==> src/rtl/instr_sequencer_pkg.sv <==
// instr_sequencer_pkg: opcodes, operands and FSM states shared by the sequencer slice
package instr_sequencer_pkg;
  localparam logic [1:0] OP_NOP   = 2'b00;
  localparam logic [1:0] OP_WRITE = 2'b01;
  localparam logic [1:0] OP_JUMP  = 2'b10;
  localparam logic [1:0] OP_SYS   = 2'b11;
  localparam logic [5:0] STOP_OPERAND = 6'b000011;
  typedef enum logic [2:0] {IDLE, FETCH, DECODE, EXEC, HALT} state_e;
endpackage

==> src/rtl/instr_decoder.sv <==
// instr_decoder: combinational split of an instruction word into action flags and fields
module instr_decoder
  import instr_sequencer_pkg::*;
#(
  parameter int ADDR_W = 8
) (
  input  logic [7:0]        ir_i,
  output logic              is_write_o,
  output logic              is_jump_o,
  output logic              is_stop_o,
  output logic              is_reserved_o,
  output logic [1:0]        dst_o,
  output logic [1:0]        src_o,
  output logic [ADDR_W-1:0] target_o
);
  assign is_write_o    = ir_i[7:6] == OP_WRITE;
  assign is_jump_o     = ir_i[7:6] == OP_JUMP;
  assign is_stop_o     = ir_i[7:6] == OP_SYS && ir_i[5:0] == STOP_OPERAND;
  assign is_reserved_o = ir_i[7:6] == OP_SYS && ir_i[5:0] != STOP_OPERAND;
  assign dst_o         = ir_i[5:4];
  assign src_o         = ir_i[3:2];
  assign target_o      = ADDR_W'(ir_i[5:0]);
endmodule

==> src/rtl/instr_sequencer.sv <==
// instr_sequencer: fetch/decode/execute controller owning the PC, write strobe and retire counter
module instr_sequencer
  import instr_sequencer_pkg::*;
#(
  parameter int ADDR_W    = 8,
  parameter int MEM_DEPTH = 32,
  parameter int CNT_W     = 8
) (
  input  logic              clk,
  input  logic              clear,
  input  logic              start,
  input  logic              pause,
  input  logic [7:0]        instruction,
  output logic [ADDR_W-1:0] address,
  output logic              wr_en,
  output logic [1:0]        wr_dst,
  output logic [1:0]        wr_src,
  output logic              busy,
  output logic              halted,
  output logic              fault,
  output logic [CNT_W-1:0]  retired
);
  localparam logic [ADDR_W:0] DEPTH = (ADDR_W+1)'(MEM_DEPTH);
  state_e state_q, state_d;
  logic [ADDR_W-1:0] address_q, address_d;
  logic [7:0] ir_q, ir_d;
  logic [CNT_W-1:0] retired_q, retired_d, retired_inc;
  logic [1:0] dst_q, dst_d, src_q, src_d;
  logic wr_en_q, wr_en_d, fault_q, fault_d, busy_q, halted_q;
  logic is_write, is_jump, is_stop, is_reserved;
  logic [1:0] dec_dst, dec_src;
  logic [ADDR_W-1:0] target;
  instr_decoder #(.ADDR_W(ADDR_W)) u_dec (
    .ir_i(ir_q), .is_write_o(is_write), .is_jump_o(is_jump), .is_stop_o(is_stop),
    .is_reserved_o(is_reserved), .dst_o(dec_dst), .src_o(dec_src), .target_o(target)
  );
  assign retired_inc = &retired_q ? retired_q : retired_q + CNT_W'(1);
  always_comb begin
    state_d   = state_q;
    address_d = address_q;
    ir_d      = ir_q;
    retired_d = retired_q;
    fault_d   = fault_q;
    dst_d     = dst_q;
    src_d     = src_q;
    wr_en_d   = 1'b0;
    case (state_q)
      IDLE: if (start) begin
        state_d   = FETCH;
        address_d = '0;
        retired_d = '0;
        fault_d   = 1'b0;
      end
      FETCH: if (!pause) begin
        if ({1'b0, address_q} >= DEPTH) begin
          fault_d = 1'b1;
          state_d = HALT;
        end else begin
          ir_d    = instruction;
          state_d = DECODE;
        end
      end
      // strobe and fields are registered here so they are clean for the whole EXEC cycle
      DECODE: begin
        state_d = EXEC;
        wr_en_d = is_write;
        dst_d   = dec_dst;
        src_d   = dec_src;
      end
      EXEC: begin
        state_d = FETCH;
        if (is_stop) state_d = HALT;
        else if (is_reserved) begin
          fault_d = 1'b1;
          state_d = HALT;
        end else if (is_jump) begin
          address_d = target;
          retired_d = retired_inc;
        end else begin
          address_d = address_q + ADDR_W'(1);
          retired_d = is_write ? retired_inc : retired_q;
        end
      end
      default: ;
    endcase
  end
  always_ff @(posedge clk or negedge clear) begin
    if (!clear) begin
      state_q   <= IDLE;
      address_q <= '0;
      ir_q      <= '0;
      retired_q <= '0;
      fault_q   <= 1'b0;
      dst_q     <= '0;
      src_q     <= '0;
      wr_en_q   <= 1'b0;
      busy_q    <= 1'b0;
      halted_q  <= 1'b0;
    end else begin
      state_q   <= state_d;
      address_q <= address_d;
      ir_q      <= ir_d;
      retired_q <= retired_d;
      fault_q   <= fault_d;
      dst_q     <= dst_d;
      src_q     <= src_d;
      wr_en_q   <= wr_en_d;
      busy_q    <= state_d == FETCH || state_d == DECODE || state_d == EXEC;
      halted_q  <= state_d == HALT;
    end
  end
  assign address = address_q;
  assign wr_en   = wr_en_q;
  assign wr_dst  = dst_q;
  assign wr_src  = src_q;
  assign busy    = busy_q;
  assign halted  = halted_q;
  assign fault   = fault_q;
  assign retired = retired_q;
endmodule

==> config.mk <==
export PLATFORM = sky130hd
export DESIGN_NAME = instr_sequencer
export DESIGN_NICKNAME = d
export VERILOG_FILES = /design/src/rtl/instr_sequencer_pkg.sv /design/src/rtl/instr_decoder.sv /design/src/rtl/instr_sequencer.sv
export SDC_FILE = /design/constraint.sdc
export NUM_CORES = 1
export LEC_CHECK = 0
export CAP_MARGIN = 10
export CORE_AREA = 10 10 92 94
export CTS_CLUSTER_DIAMETER = 200
export DETAILED_ROUTE_END_ITERATION = 6
export DIE_AREA = 0 0 102 104
export SLEW_MARGIN = 15
export SYNTH_ARGS = -nofsm -noshare
export SYNTH_HDL_FRONTEND = slang
export SYNTH_HIERARCHICAL = 1
export SYNTH_SLANG_ARGS = --single-unit
==> constraint.sdc <==
create_clock -name clk -period 7.31 [get_ports clk]
set_clock_uncertainty 0.2 [all_clocks]
set_input_delay 1.462 -clock clk [delete_from_list [all_inputs] [get_ports clk]]
set_output_delay 1.462 -clock clk [all_outputs]
set_load 0.05 [all_outputs]
==> results of run 1 <==
-- worst reg2reg max path: cells and delay by family, from the launching register on --
kind,cells,cell delay [ns]
simple gates,4,1.40
compound gates,2,0.56
flops,1,0.41
-- layout make-up --
class                   instances  share of cell area
multi-input cells             126               0.379
clock inverters                 1              0.0126
repair buffers                 37               0.153
inverters                       9              0.0142
flip-flops and latches         35               0.368
well taps                      80              0.0420
clock buffers                   6              0.0305
-- path summary, 6_finish.rpt --
check | slack, ns | cells past startpoint | from | to
setup reg to reg | 4.63 | 6 | ir_q[3] | busy
min in group asynchronous | 1.39 | 2 | clear | retired[6]
setup / recovery | 4.02 | 1 | address[4] | address[4]
hold reg to reg | 0.32 | 1 | wr_dst[0] | wr_dst[0]
hold / removal | 0.32 | 1 | wr_dst[0] | wr_dst[0]
max in group asynchronous | 5.20 | 2 | clear | state_q[0]
-- flip-flops by register name (all words and copies together), names as in the netlist --
| signal | flops |
|---|---|
| halted | 1 |
| ir_q | 8 |
| retired | 8 |
| wr_en | 1 |
| state_q | 3 |
| busy | 1 |
| fault | 1 |
| wr_dst | 2 |
| address | 8 |
| wr_src | 2 |
-- cell families after synthesis --
family | count (synthesis) | synth area share
flip-flops | 35 | 0.449
other | 1 | 0.00192
multiplexers | 18 | 0.100
AO/OA/AOI/OAI | 42 | 0.151
buffers and inverters | 28 | 0.0898
adder cells (fa/ha/maj) | 3 | 0.0192
AND/OR/NAND/NOR | 59 | 0.180
XOR/XNOR | 2 | 0.00898
-- layer usage --
metal,GRT usage,vias to the layer above
met5,0,-
met4,0.0302,0
met3,0.0312,4
met2,0.115,44
met1,0.108,710
li1,-,713
-- power by group --
group	internal, uW	switching, uW
sequential	261	81.9
clock	99.9	67.6
combinational	170	268
-- metrics by stage --
step | util | cell area (um^2) | setup slack [ns]
floorplan | - | 1950 | 4.84
global route | 0.356 | 2380 | 3.98
finish | 0.356 | 2380 | 4.02
detailed placement | 0.341 | 2280 | 4.18
global placement | 0.341 | 2280 | 4.23
CTS | 0.356 | 2380 | 4.02
-- placed cells by master, fill, tap and decap left out, types with 2 or more instances in the layout --
cell and n:
sky130_fd_sc_hd__and2_1 2, sky130_fd_sc_hd__o21ai_0 5, sky130_fd_sc_hd__xnor2_1 2, sky130_fd_sc_hd__clkbuf_8 5, sky130_fd_sc_hd__clkdlybuf4s50_1 35, sky130_fd_sc_hd__mux2_2 12
sky130_fd_sc_hd__a21oi_1 12, sky130_fd_sc_hd__o311ai_0 2, sky130_fd_sc_hd__or4_1 2, sky130_fd_sc_hd__o31ai_1 10, sky130_fd_sc_hd__nand3_1 6, sky130_fd_sc_hd__nand2b_1 3
sky130_fd_sc_hd__mux2i_1 6, sky130_fd_sc_hd__dfrtp_1 35, sky130_fd_sc_hd__or3_1 3, sky130_fd_sc_hd__nor3_1 5, sky130_fd_sc_hd__buf_4 2, sky130_fd_sc_hd__ha_1 3
sky130_fd_sc_hd__nor2_1 9, sky130_fd_sc_hd__nor2b_1 2, sky130_fd_sc_hd__o22ai_1 4, sky130_fd_sc_hd__nand2_1 14, sky130_fd_sc_hd__inv_1 9, sky130_fd_sc_hd__conb_1 2
sky130_fd_sc_hd__o2bb2ai_1 2, sky130_fd_sc_hd__nor3b_1 2
==> results.rst, run 1 <==
.. list-table::
   :header-rows: 1

   * - Metric
     - Value
   * - Number of buffers inserted by hold repair at cts
     - 0
   * - Max-cap viol count
     - 0
   * - Number of nets at the end of the flow
     - ~230
   * - Die Footprint
     - between 10000 and 15000 um^2
   * - Height of the die
     - between 100 and 150 um
   * - Number of distinct library cells after synthesis
     - between 40 and 50
   * - Global routing usage summed across all routing layers
     - 0.0811
   * - Setup repair after global routing missed its margin
     - false
   * - Wire length reported by the detailed router
     - roughly 4300 um
   * - Count of H-tree levels built during CTS
     - 2
   * - Layout cell share with drive strength beyond 1
     - 0.136
   * - Required time of the critical path
     - between 5 and 6 ns
   * - Critical setup path kind
     - reg2out
   * - Class of the tightest hold or removal check
     - reg2reg
   * - Count leader, synth
     - sky130_fd_sc_hd__dfrtp_1
   * - Clock tree root buffer cell
     - sky130_fd_sc_hd__clkbuf_8
   * - I/O Buffers
     - 35
   * - Number of resized instances in the post-cts repair step
     - 0
   * - Clock latency on the worst-skew pair
     - 0.29 ns
   * - Gate count after technology mapping
     - 188
   * - Number of buffers created by CTS
     - 5
   * - Detailed-route via count
     - around 1500
   * - Number of antenna violations at the first check in global routing
     - 0
   * - Maximum number of pins on one net before global-route repair
     - 36
   * - Final GP Congestion
     - just under 0.8
   * - IR drop worst, VDD
     - just under 0.0002 V
   * - Fill count
     - slightly below 700
   * - Final period demand of the worst path
     - between 3 and 4 ns
   * - Via count of the first global-routing pass
     - roughly 1500
   * - Number of warnings reported in the yosys synthesis log
     - 6
   * - Standard-cell rows
     - 30
   * - Total of flip-flops plus latches after synthesis
     - 35
   * - Multi-input combinational cell area
     - 903 um^2
   * - Sequence of cells on the critical path
     - clkdlybuf4s50_1
   * - Antenna Violating Nets Remaining
     - 0
   * - Final-layout setup total negative slack
     - 0 ns
   * - Top Ports
     - 36
   * - Portion of synthesized cell area occupied by the leading cell type
     - 0.449
   * - Antenna cell count
     - 0
   * - Ratio of routed vias to standard cells
     - approximately 5
   * - Most numerous cell types in the synthesized netlist
     - sky130_fd_sc_hd__dfrtp_1, sky130_fd_sc_hd__nand2_1, sky130_fd_sc_hd__a21oi_1, sky130_fd_sc_hd__buf_4, sky130_fd_sc_hd__mux2_2
   * - Synth Area per Inst
     - 10.4 um^2
   * - 1st-pass router iterations
     - 4
   * - Met1 wire length
     - about 2100 um
   * - EDFF count, synth
     - 0
   * - Topmost layer with routed signal wires
     - met4
   * - Overall Power
     - about 950 uW
   * - Area of the placeable core
     - roughly 6700 um^2
   * - Wire length per cell after detailed routing
     - 14.7 um
   * - Startpoint types
     - flip-flop
   * - Horizontal die dimension
     - roughly 100 um
   * - Leading area contributor after synthesis
     - sky130_fd_sc_hd__dfrtp_1
   * - Normalized max-slew margin
     - 0.459
   * - TritonCTS clock tree
     - yes
   * - DRC viols
     - 0
   * - Final standard cell count with taps included and fillers excluded
     - approximately 290
   * - Number of buffers added for setup after CTS
     - 0
   * - Final worst path period share
     - 0.450
   * - Routed met2 length
     - approximately 1900 um
   * - Min Hold Slack
     - roughly 0.32 ns
   * - Result of the run
     - finished clean
   * - Share of synthesized registers carrying an async set or reset
     - 1.00
   * - Total length of routed met3 wires
     - roughly 320 um
   * - Ys flop type
     - sky130_fd_sc_hd__dfrtp_1
   * - Register area share after synthesis
     - 0.449
   * - Dominant cells by area after synthesis
     - sky130_fd_sc_hd__dfrtp_1, sky130_fd_sc_hd__mux2_2, sky130_fd_sc_hd__buf_4
   * - Power per Cell Area
     - around 400 nW/um^2
   * - Placed wire-length estimate after detailed placement
     - 3200 um
   * - Instance count after placement with tap cells included
     - approximately 290
   * - CTS clock-pin slew for the worst setup and hold paths
     - ~0.07 ns
   * - Total clock sinks
     - 35
   * - Synthesis-to-layout area growth
     - 22.1%
   * - Maximum operating frequency
     - slightly above 300 MHz
   * - Global-route wire length before repair
     - roughly 7000 um
   * - Transition time at the pin with the least slew margin
     - about 0.80 ns
   * - Cell family contributing the most delay on the critical path
     - buffers and inverters
   * - Global-route congestion overflow total
     - 0
   * - Arrival @ worst endpoint
     - roughly 1.6 ns
   * - Initial drt markers
     - 68
   * - Maximum fanout count along the critical path
     - 5
   * - Final hold violations
     - 0
   * - Crit path largest cell delay
     - 0.86 ns
   * - Critical-path top delay cell
     - sky130_fd_sc_hd__clkdlybuf4s50_1
   * - Count of buffering cells on the critical path with inverters included
     - 1
   * - Final setup violating endpoints
     - 0
   * - Capturing element type of the critical path
     - output pin
   * - Slew Viols, Final
     - 0
   * - Leakage power of the design
     - slightly above 0.0009 uW
   * - Clock Path Buffers
     - 2
   * - Post-Syn Area
     - approximately 2000 um^2
   * - Starting Density
     - 0.292
   * - Reg area
     - between 800 and 900 um^2
No activity file was read; power rests on OpenSTA's default activity.
==> run 2: changes to the inputs <==
==> constraint.sdc (replaced) <==
create_clock -name clk -period 3.2 [get_ports clk]
set_clock_uncertainty 0.2 [all_clocks]
set_input_delay 0.64 -clock clk [delete_from_list [all_inputs] [get_ports clk]]
set_output_delay 0.64 -clock clk [all_outputs]
set_load 0.05 [all_outputs]
==> run 2 against run 1 <==
Core utilization up 0.22 points; worst hold slack improved by 0.0064 ns; highest routed layer unchanged; clock power increased by 150%; register-to-register slack got worse by 4.1 ns; die area did not move; first-iteration DRC count rose by 31%; cell count rose by 0.34%; non-clock buffer count did not move; sequential cell count unchanged; critical path type is now reg2reg.
==> results.rst, run 2 (same netlist as run 1, synthesis figures left out) <==
.. list-table::
   :header-rows: 1

   * - Metric
     - Value
   * - IR drop worst, VDD
     - 0.000427 V (+120%)
   * - Global-route congestion overflow total
     - 0 (unchanged)
   * - Starting Density
     - 0.292 (unchanged)
   * - Height of the die
     - 104 um (unchanged)
   * - Global routing usage summed across all routing layers
     - 0.0855 (+0.00444)
   * - Maximum number of pins on one net before global-route repair
     - 36 (unchanged)
   * - Overall Power
     - 2210 uW (+130%)
   * - Wire length reported by the detailed router
     - 4410 um (+1.6%)
   * - Wire length per cell after detailed routing
     - 14.9 um (+1.3%)
   * - Power share of the clock group
     - 0.190 (+0.013)
   * - Switching power summed over all nets
     - 970 uW (+130%)
   * - Number of buffers created by CTS
     - 5 (unchanged)
   * - Placed wire-length estimate after detailed placement
     - 3240 um (+1.2%)
   * - Clock Path Buffers
     - 2 (unchanged)
   * - Result of the run
     - finished clean
   * - Worst setup slack after placement
     - 0.575 ns (-3.60 ns)
   * - Top Ports
     - 36 (unchanged)
   * - Final-layout setup total negative slack
     - 0 ns (unchanged)
   * - Via count of the first global-routing pass
     - 1480 (+1.2%)
   * - Number of antenna violations at the first check in global routing
     - 0 (unchanged)
   * - Final hold violations
     - 0 (unchanged)
   * - Capturing element type of the critical path
     - flip-flop
   * - Final standard cell count with taps included and fillers excluded
     - 295 (+0.34%)
   * - Initial drt markers
     - 89 (+31%)
   * - Final worst-path setup slack
     - 0.551 ns (-3.47 ns)
   * - TritonCTS clock tree
     - yes
   * - Max-cap viol count
     - 0 (unchanged)
   * - Arrival @ worst endpoint
     - 2.63 ns (+1.01 ns)
   * - Antenna cell count
     - 0 (unchanged)
   * - Critical setup path kind
     - reg2reg
   * - Startpoint types
     - flip-flop
   * - I/O Buffers
     - 35 (unchanged)
   * - Total clock sinks
     - 35 (unchanged)
   * - Leakage power of the design
     - 0.000939 uW (+1.1%)
   * - Die Footprint
     - 10600 um^2 (unchanged)
   * - Ratio of routed vias to standard cells
     - 4.96 (-0.95%)
   * - 1st-pass router iterations
     - 4 (unchanged)
   * - Final GP Congestion
     - 0.767 (-0.92%)
   * - Synthesis-to-layout area growth
     - 22.8%
   * - Layout cell share with drive strength beyond 1
     - 0.144 (+0.00867)
   * - Number of buffers added for setup after CTS
     - 0 (unchanged)
   * - Number of buffers inserted by hold repair at cts
     - 0 (unchanged)
   * - Slew Viols, Final
     - 0 (unchanged)
   * - Most frequent cells in the layout
     - sky130_fd_sc_hd__dfrtp_1, sky130_fd_sc_hd__clkdlybuf4s50_1, sky130_fd_sc_hd__nand2_1
   * - Internal Pwr Total
     - 1240 uW (+130%)
   * - Final period demand of the worst path
     - 2.65 ns
   * - Count of H-tree levels built during CTS
     - 2 (unchanged)
   * - Instance count after placement with tap cells included
     - 287 (unchanged)
   * - Normalized max-slew margin
     - 0.436 (-0.0231)
   * - Number of nets at the end of the flow
     - 229 (unchanged)
   * - Required time of the critical path
     - 3.18 ns (-2.47 ns)
   * - DRC viols
     - 0 (unchanged)
   * - Maximum fanout count along the critical path
     - 4 (-1)
   * - Number of resized instances in the post-cts repair step
     - 0 (unchanged)
   * - Detailed-route via count
     - 1462 (-0.61%)
   * - Transition time at the pin with the least slew margin
     - 0.834 ns (+0.0341 ns)
   * - Combinational cell fraction of total power
     - 0.454 (-0.008)
   * - Maximum operating frequency
     - around 380 MHz
   * - Power per Cell Area
     - 921 nW/um^2 (+130%)
   * - Global-route wire length before repair
     - 7330 um (+5.1%)
   * - Class of the tightest hold or removal check
     - reg2reg
   * - Area of the placeable core
     - 6680 um^2 (unchanged)
   * - Antenna Violating Nets Remaining
     - 0 (unchanged)
   * - Clock latency on the worst-skew pair
     - 0.29 ns (about the same)
   * - Relative contribution of sequential cells to total power
     - 0.356 (-0.005)
   * - Final worst path period share
     - 0.828
   * - Clock tree root buffer cell
     - sky130_fd_sc_hd__clkbuf_8
   * - Final setup violating endpoints
     - 0 (unchanged)
   * - Switching part of the total
     - 0.439 (-0.000731)
   * - CTS clock-pin slew for the worst setup and hold paths
     - 0.07 ns (about the same)
   * - Final design utilization
     - 0.359 (+0.00225)
   * - Setup repair after global routing missed its margin
     - false
   * - Standard-cell rows
     - 30 (unchanged)
   * - Horizontal die dimension
     - 102 um (unchanged)
-- run 2: cell type report --
cell class / instances / area, um^2
Clock inverter: 2 / 35.0
Inverter: 9 / 33.8
Fill cell: 691 / 4290
Multi-Input combinational cell: 126 / 903
Tap cell: 80 / 100
Sequential cell: 35 / 876
Timing Repair Buffer: 37 / 365
Clock buffer: 6 / 82.6
-- run 2: path summary, 6_finish.rpt --
path                       startpoint          to  slack, ns  depth (start not counted)
setup / recovery              ir_q[3]        busy       0.55                          6
hold / removal              wr_dst[0]   wr_dst[0]       0.32                          1
setup reg to reg              ir_q[3]        busy       0.55                          6
hold reg to reg             wr_dst[0]   wr_dst[0]       0.32                          1
max in group asynchronous       clear  address[6]       1.92                          2
min in group asynchronous       clear  retired[5]       0.56                          2
-- run 2: per-layer routing --
metal,up-vias,share of wire,GRT usage,routed length [um]
met4,0,0.015,0.0302,65
met1,702,0.48,0.111,2110
li1,712,-,-,-
met2,41,0.42,0.123,1870
met5,-,0,0,0
met3,7,0.082,0.0352,361
-- run 2: per-stage QoR --
step	hold WS [ns]	instance area [um^2]
finish	0.323	2400
global route	0.354	2400
CTS	0.327	2400
detailed placement	0.296	2280
global placement	0.296	2280
floorplan	0.144	1950
-- run 2: power by group through the flow --
stage	combinational, uW	sequential (uW)	clock [uW]
2_1_floorplan	519	1050	0
3_3_place_gp	1010	788	0
3_5_place_dp	1010	788	0
4_1_cts	1020	782	432
5_1_grt	1080	811	455
6_report	1000	785	419
-- run 2: critical path: stages (launching register included) --
cell and delay, ns:
sky130_fd_sc_hd__dfrtp_1 0.41, sky130_fd_sc_hd__or4_4 0.55, sky130_fd_sc_hd__nor3_2 0.32, sky130_fd_sc_hd__and4bb_2 0.29, sky130_fd_sc_hd__o21bai_1 0.31, sky130_fd_sc_hd__o311ai_0 0.25
sky130_fd_sc_hd__and2_1 0.21
==> run 3: changes to the inputs <==
==> constraint.sdc (replaced) <==
create_clock -name clk -period 2.28 [get_ports clk]
set_clock_uncertainty 0.2 [all_clocks]
set_input_delay 0.456 -clock clk [delete_from_list [all_inputs] [get_ports clk]]
set_output_delay 0.456 -clock clk [all_outputs]
set_load 0.05 [all_outputs]
==> run 3 against run 2 <==
The flow now finishes with violations (negative setup slack); register-to-register slack worse by 0.68 ns; setup slack got worse by 0.68 ns; non-clock buffer count rose by 22; sequential power is 38% higher; first-iteration DRC count down 53%; worst hold slack worse by 0.015 ns; clock power increased by 41%; critical endpoint is now retired[4].
==> results.rst, run 3 (same netlist as run 1, synthesis figures left out) <==
.. list-table::
   :header-rows: 1

   * - Metric
     - Value
   * - Global-route wire length before repair
     - 7330 um (unchanged)
   * - Final setup violating endpoints
     - 11 (+11)
   * - IR drop worst, VDD
     - 0.000553 V (+30%)
   * - DRC viols
     - 0 (unchanged)
   * - Global-route congestion overflow total
     - 0 (unchanged)
   * - Number of nets at the end of the flow
     - 251 (+9.6%)
   * - Required time of the critical path
     - 2.30 ns (-0.88 ns)
   * - Final worst path period share
     - 1.06 (+0.231)
   * - Startpoint types
     - flip-flop
   * - Clock tree root buffer cell
     - sky130_fd_sc_hd__clkbuf_8
   * - TritonCTS clock tree
     - yes
   * - Synthesis-to-layout area growth
     - 36.8%
   * - Standard-cell rows
     - 30 (unchanged)
   * - Post-route cell area
     - 2670 um^2 (+11%)
   * - Detailed-route via count
     - 1549 (+6.0%)
   * - Arrival @ worst endpoint
     - 2.43 ns (-0.20 ns)
   * - Relative contribution of sequential cells to total power
     - 0.324 (-0.032)
   * - Combinational cell fraction of total power
     - 0.499 (+0.045)
   * - Die Footprint
     - 10600 um^2 (unchanged)
   * - Antenna Violating Nets Remaining
     - 0 (unchanged)
   * - Count of H-tree levels built during CTS
     - 2 (unchanged)
   * - I/O Buffers
     - 35 (unchanged)
   * - Final period demand of the worst path
     - 2.41 ns (-0.235 ns)
   * - Area of the placeable core
     - 6680 um^2 (unchanged)
   * - Most common library cell in the layout ignoring fill and taps
     - sky130_fd_sc_hd__dfrtp_1
   * - Min Hold Slack
     - 0.308 ns (-0.0150 ns)
   * - Maximum operating frequency
     - 414 MHz (+9.8%)
   * - Slew Viols, Final
     - 0 (unchanged)
   * - Violated checks
     - negative setup slack
   * - Fill count
     - 667 (-3.5%)
   * - Maximum fanout count along the critical path
     - 9 (+5)
   * - Transition time at the pin with the least slew margin
     - 0.600 ns (-0.234 ns)
   * - Maximum number of pins on one net before global-route repair
     - 36 (unchanged)
   * - Top Ports
     - 36 (unchanged)
   * - Wire length reported by the detailed router
     - 4620 um (+4.9%)
   * - Normalized max-slew margin
     - 0.598 (+0.163)
   * - Reg area
     - 876 um^2 (unchanged)
   * - Multi-input combinational cell area
     - 1030 um^2 (+14%)
   * - Via count of the first global-routing pass
     - 1514 (+2.3%)
   * - Number of antenna violations at the first check in global routing
     - 0 (unchanged)
   * - Antenna cell count
     - 0 (unchanged)
   * - Max-cap viol count
     - 0 (unchanged)
   * - Power per Cell Area
     - 1250 nW/um^2 (+35%)
   * - Most frequent cells in the layout
     - sky130_fd_sc_hd__dfrtp_1, sky130_fd_sc_hd__buf_4, sky130_fd_sc_hd__clkdlybuf4s50_1
   * - 1st-pass router iterations
     - 4 (unchanged)
   * - Final worst-path setup slack
     - -0.133 ns (-0.685 ns)
   * - Leakage power of the design
     - 0.00109 uW (+16%)
   * - Initial drt markers
     - 42 (-53%)
   * - Global routing usage summed across all routing layers
     - 0.0857 (+0.000200)
   * - Clock latency on the worst-skew pair
     - 0.29 ns (about the same)
   * - Horizontal die dimension
     - 102 um (unchanged)
   * - Clock Path Buffers
     - 2 (unchanged)
   * - Setup repair after global routing missed its margin
     - true
   * - Result of the run
     - complete, but fails checks
   * - Final hold violations
     - 0 (unchanged)
   * - Starting Density
     - 0.292 (unchanged)
   * - Standard cell area after detailed placement
     - 2360 um^2 (+3.7%)
   * - Power share of the clock group
     - 0.177 (-0.013)
   * - Capturing element type of the critical path
     - flip-flop
   * - Layout cell share with drive strength beyond 1
     - 0.329 (+0.185)
   * - Height of the die
     - 104 um (unchanged)
   * - Class of the tightest hold or removal check
     - reg2reg
   * - Wire length per cell after detailed routing
     - 14.6 um (-2.4%)
   * - Critical setup path kind
     - reg2reg
   * - Placed wire-length estimate after detailed placement
     - 3220 um (-0.76%)
   * - CTS clock-pin slew for the worst setup and hold paths
     - 0.07 ns (about the same)
   * - Final GP Congestion
     - 0.724 (-5.6%)
   * - Number of buffers created by CTS
     - 5 (unchanged)
   * - Total clock sinks
     - 35 (unchanged)
   * - Internal Pwr Total
     - 1880 uW (+52%)
   * - Switching power summed over all nets
     - 1440 uW (+49%)
   * - Ratio of routed vias to standard cells
     - 4.89 (-1.4%)
   * - Switching part of the total
     - 0.434 (-0.00583)
run 3: changes by cell type in the layout (fill, tap and decap cells not counted), moves of 3 or more:
cell / delta
sky130_fd_sc_hd__o21ai_1: +3
sky130_fd_sc_hd__a21oi_1: -5
sky130_fd_sc_hd__o31ai_1: -3
sky130_fd_sc_hd__o21ai_0: -3
sky130_fd_sc_hd__buf_4: +29
sky130_fd_sc_hd__a21oi_2: +5
sky130_fd_sc_hd__clkdlybuf4s50_1: -9
run 3: path summary, 6_finish.rpt:
check / slack (ns) / depth (start not counted) / to / start
setup reg to reg: -0.13 / 7 / retired[4] / ir_q[4]
min in group asynchronous: 0.39 / 2 / retired[6] / clear
max in group asynchronous: 1.16 / 2 / address[5] / clear
setup / recovery: -0.13 / 7 / retired[4] / ir_q[4]
hold / removal: 0.31 / 2 / fault / fault
hold reg to reg: 0.31 / 2 / fault / fault
run 3: through the flow:
| stage | worst slack [ns] | setup TNS [ns] | util | std cells | power [uW] |
|---|---|---|---|---|---|
| after floorplan | -0.0546 | -0.177 | - | 189 | 2220 |
| after global placement | -0.0807 | -0.346 | 0.354 | 298 | 2590 |
| after detailed placement | -0.137 | -0.742 | 0.354 | 298 | 2610 |
| after CTS | -0.141 | -0.546 | 0.383 | 310 | 3270 |
| after global routing | -0.206 | -2.12 | 0.399 | 317 | 3540 |
| final | -0.133 | -0.629 | 0.399 | 317 | 3330 |
run 3: metal layers:
layer  vias up  GRT usage  part of all wire
met2        31      0.138              0.51
met5         -          0                 0
met3         0     0.0266             0.052
li1        765          -                 -
met1       753      0.104              0.44
met4         0     0.0302                 0
run 3: area by class of cell:
cell class / count / area share
inverter: 9 / 0.0127
timing repair buffer: 59 / 0.193
sequential: 35 / 0.328
clock inverter: 2 / 0.0131
clock buffer: 6 / 0.0309
multi-input combinational: 126 / 0.384
tap: 80 / 0.0375
run 3: what timing repair did:
| action | in CTS | in global routing |
|---|---|---|
| endpoints found under the hold margin | 0 | 0 |
| hold buffers | 0 | 0 |
| pin swaps | 4 | 2 |
| setup buffers | 4 | 7 |
| cloned | 0 | 0 |
| resized for setup | 10 | 15 |
| endpoints found under the setup margin | 16 | 20 |
run 3: power groups by stage:
stage / clock network, uW / logic (uW) / registers (uW)
detailed placement: 0 / 1530 / 1080
global placement: 0 / 1510 / 1080
finish: 589 / 1660 / 1080
CTS: 604 / 1590 / 1070
global route: 627 / 1790 / 1120
floorplan: 0 / 752 / 1470
run 3: worst max-delay path, cell delays in order, from the launching register on:
cell                       delay (ns)
sky130_fd_sc_hd__dfrtp_1         0.38
sky130_fd_sc_hd__or4_4           0.55
sky130_fd_sc_hd__o21ba_4         0.25
sky130_fd_sc_hd__nor3b_4         0.22
sky130_fd_sc_hd__o211ai_4        0.15
sky130_fd_sc_hd__buf_4           0.17
sky130_fd_sc_hd__or3_1           0.32
sky130_fd_sc_hd__a21oi_2         0.11
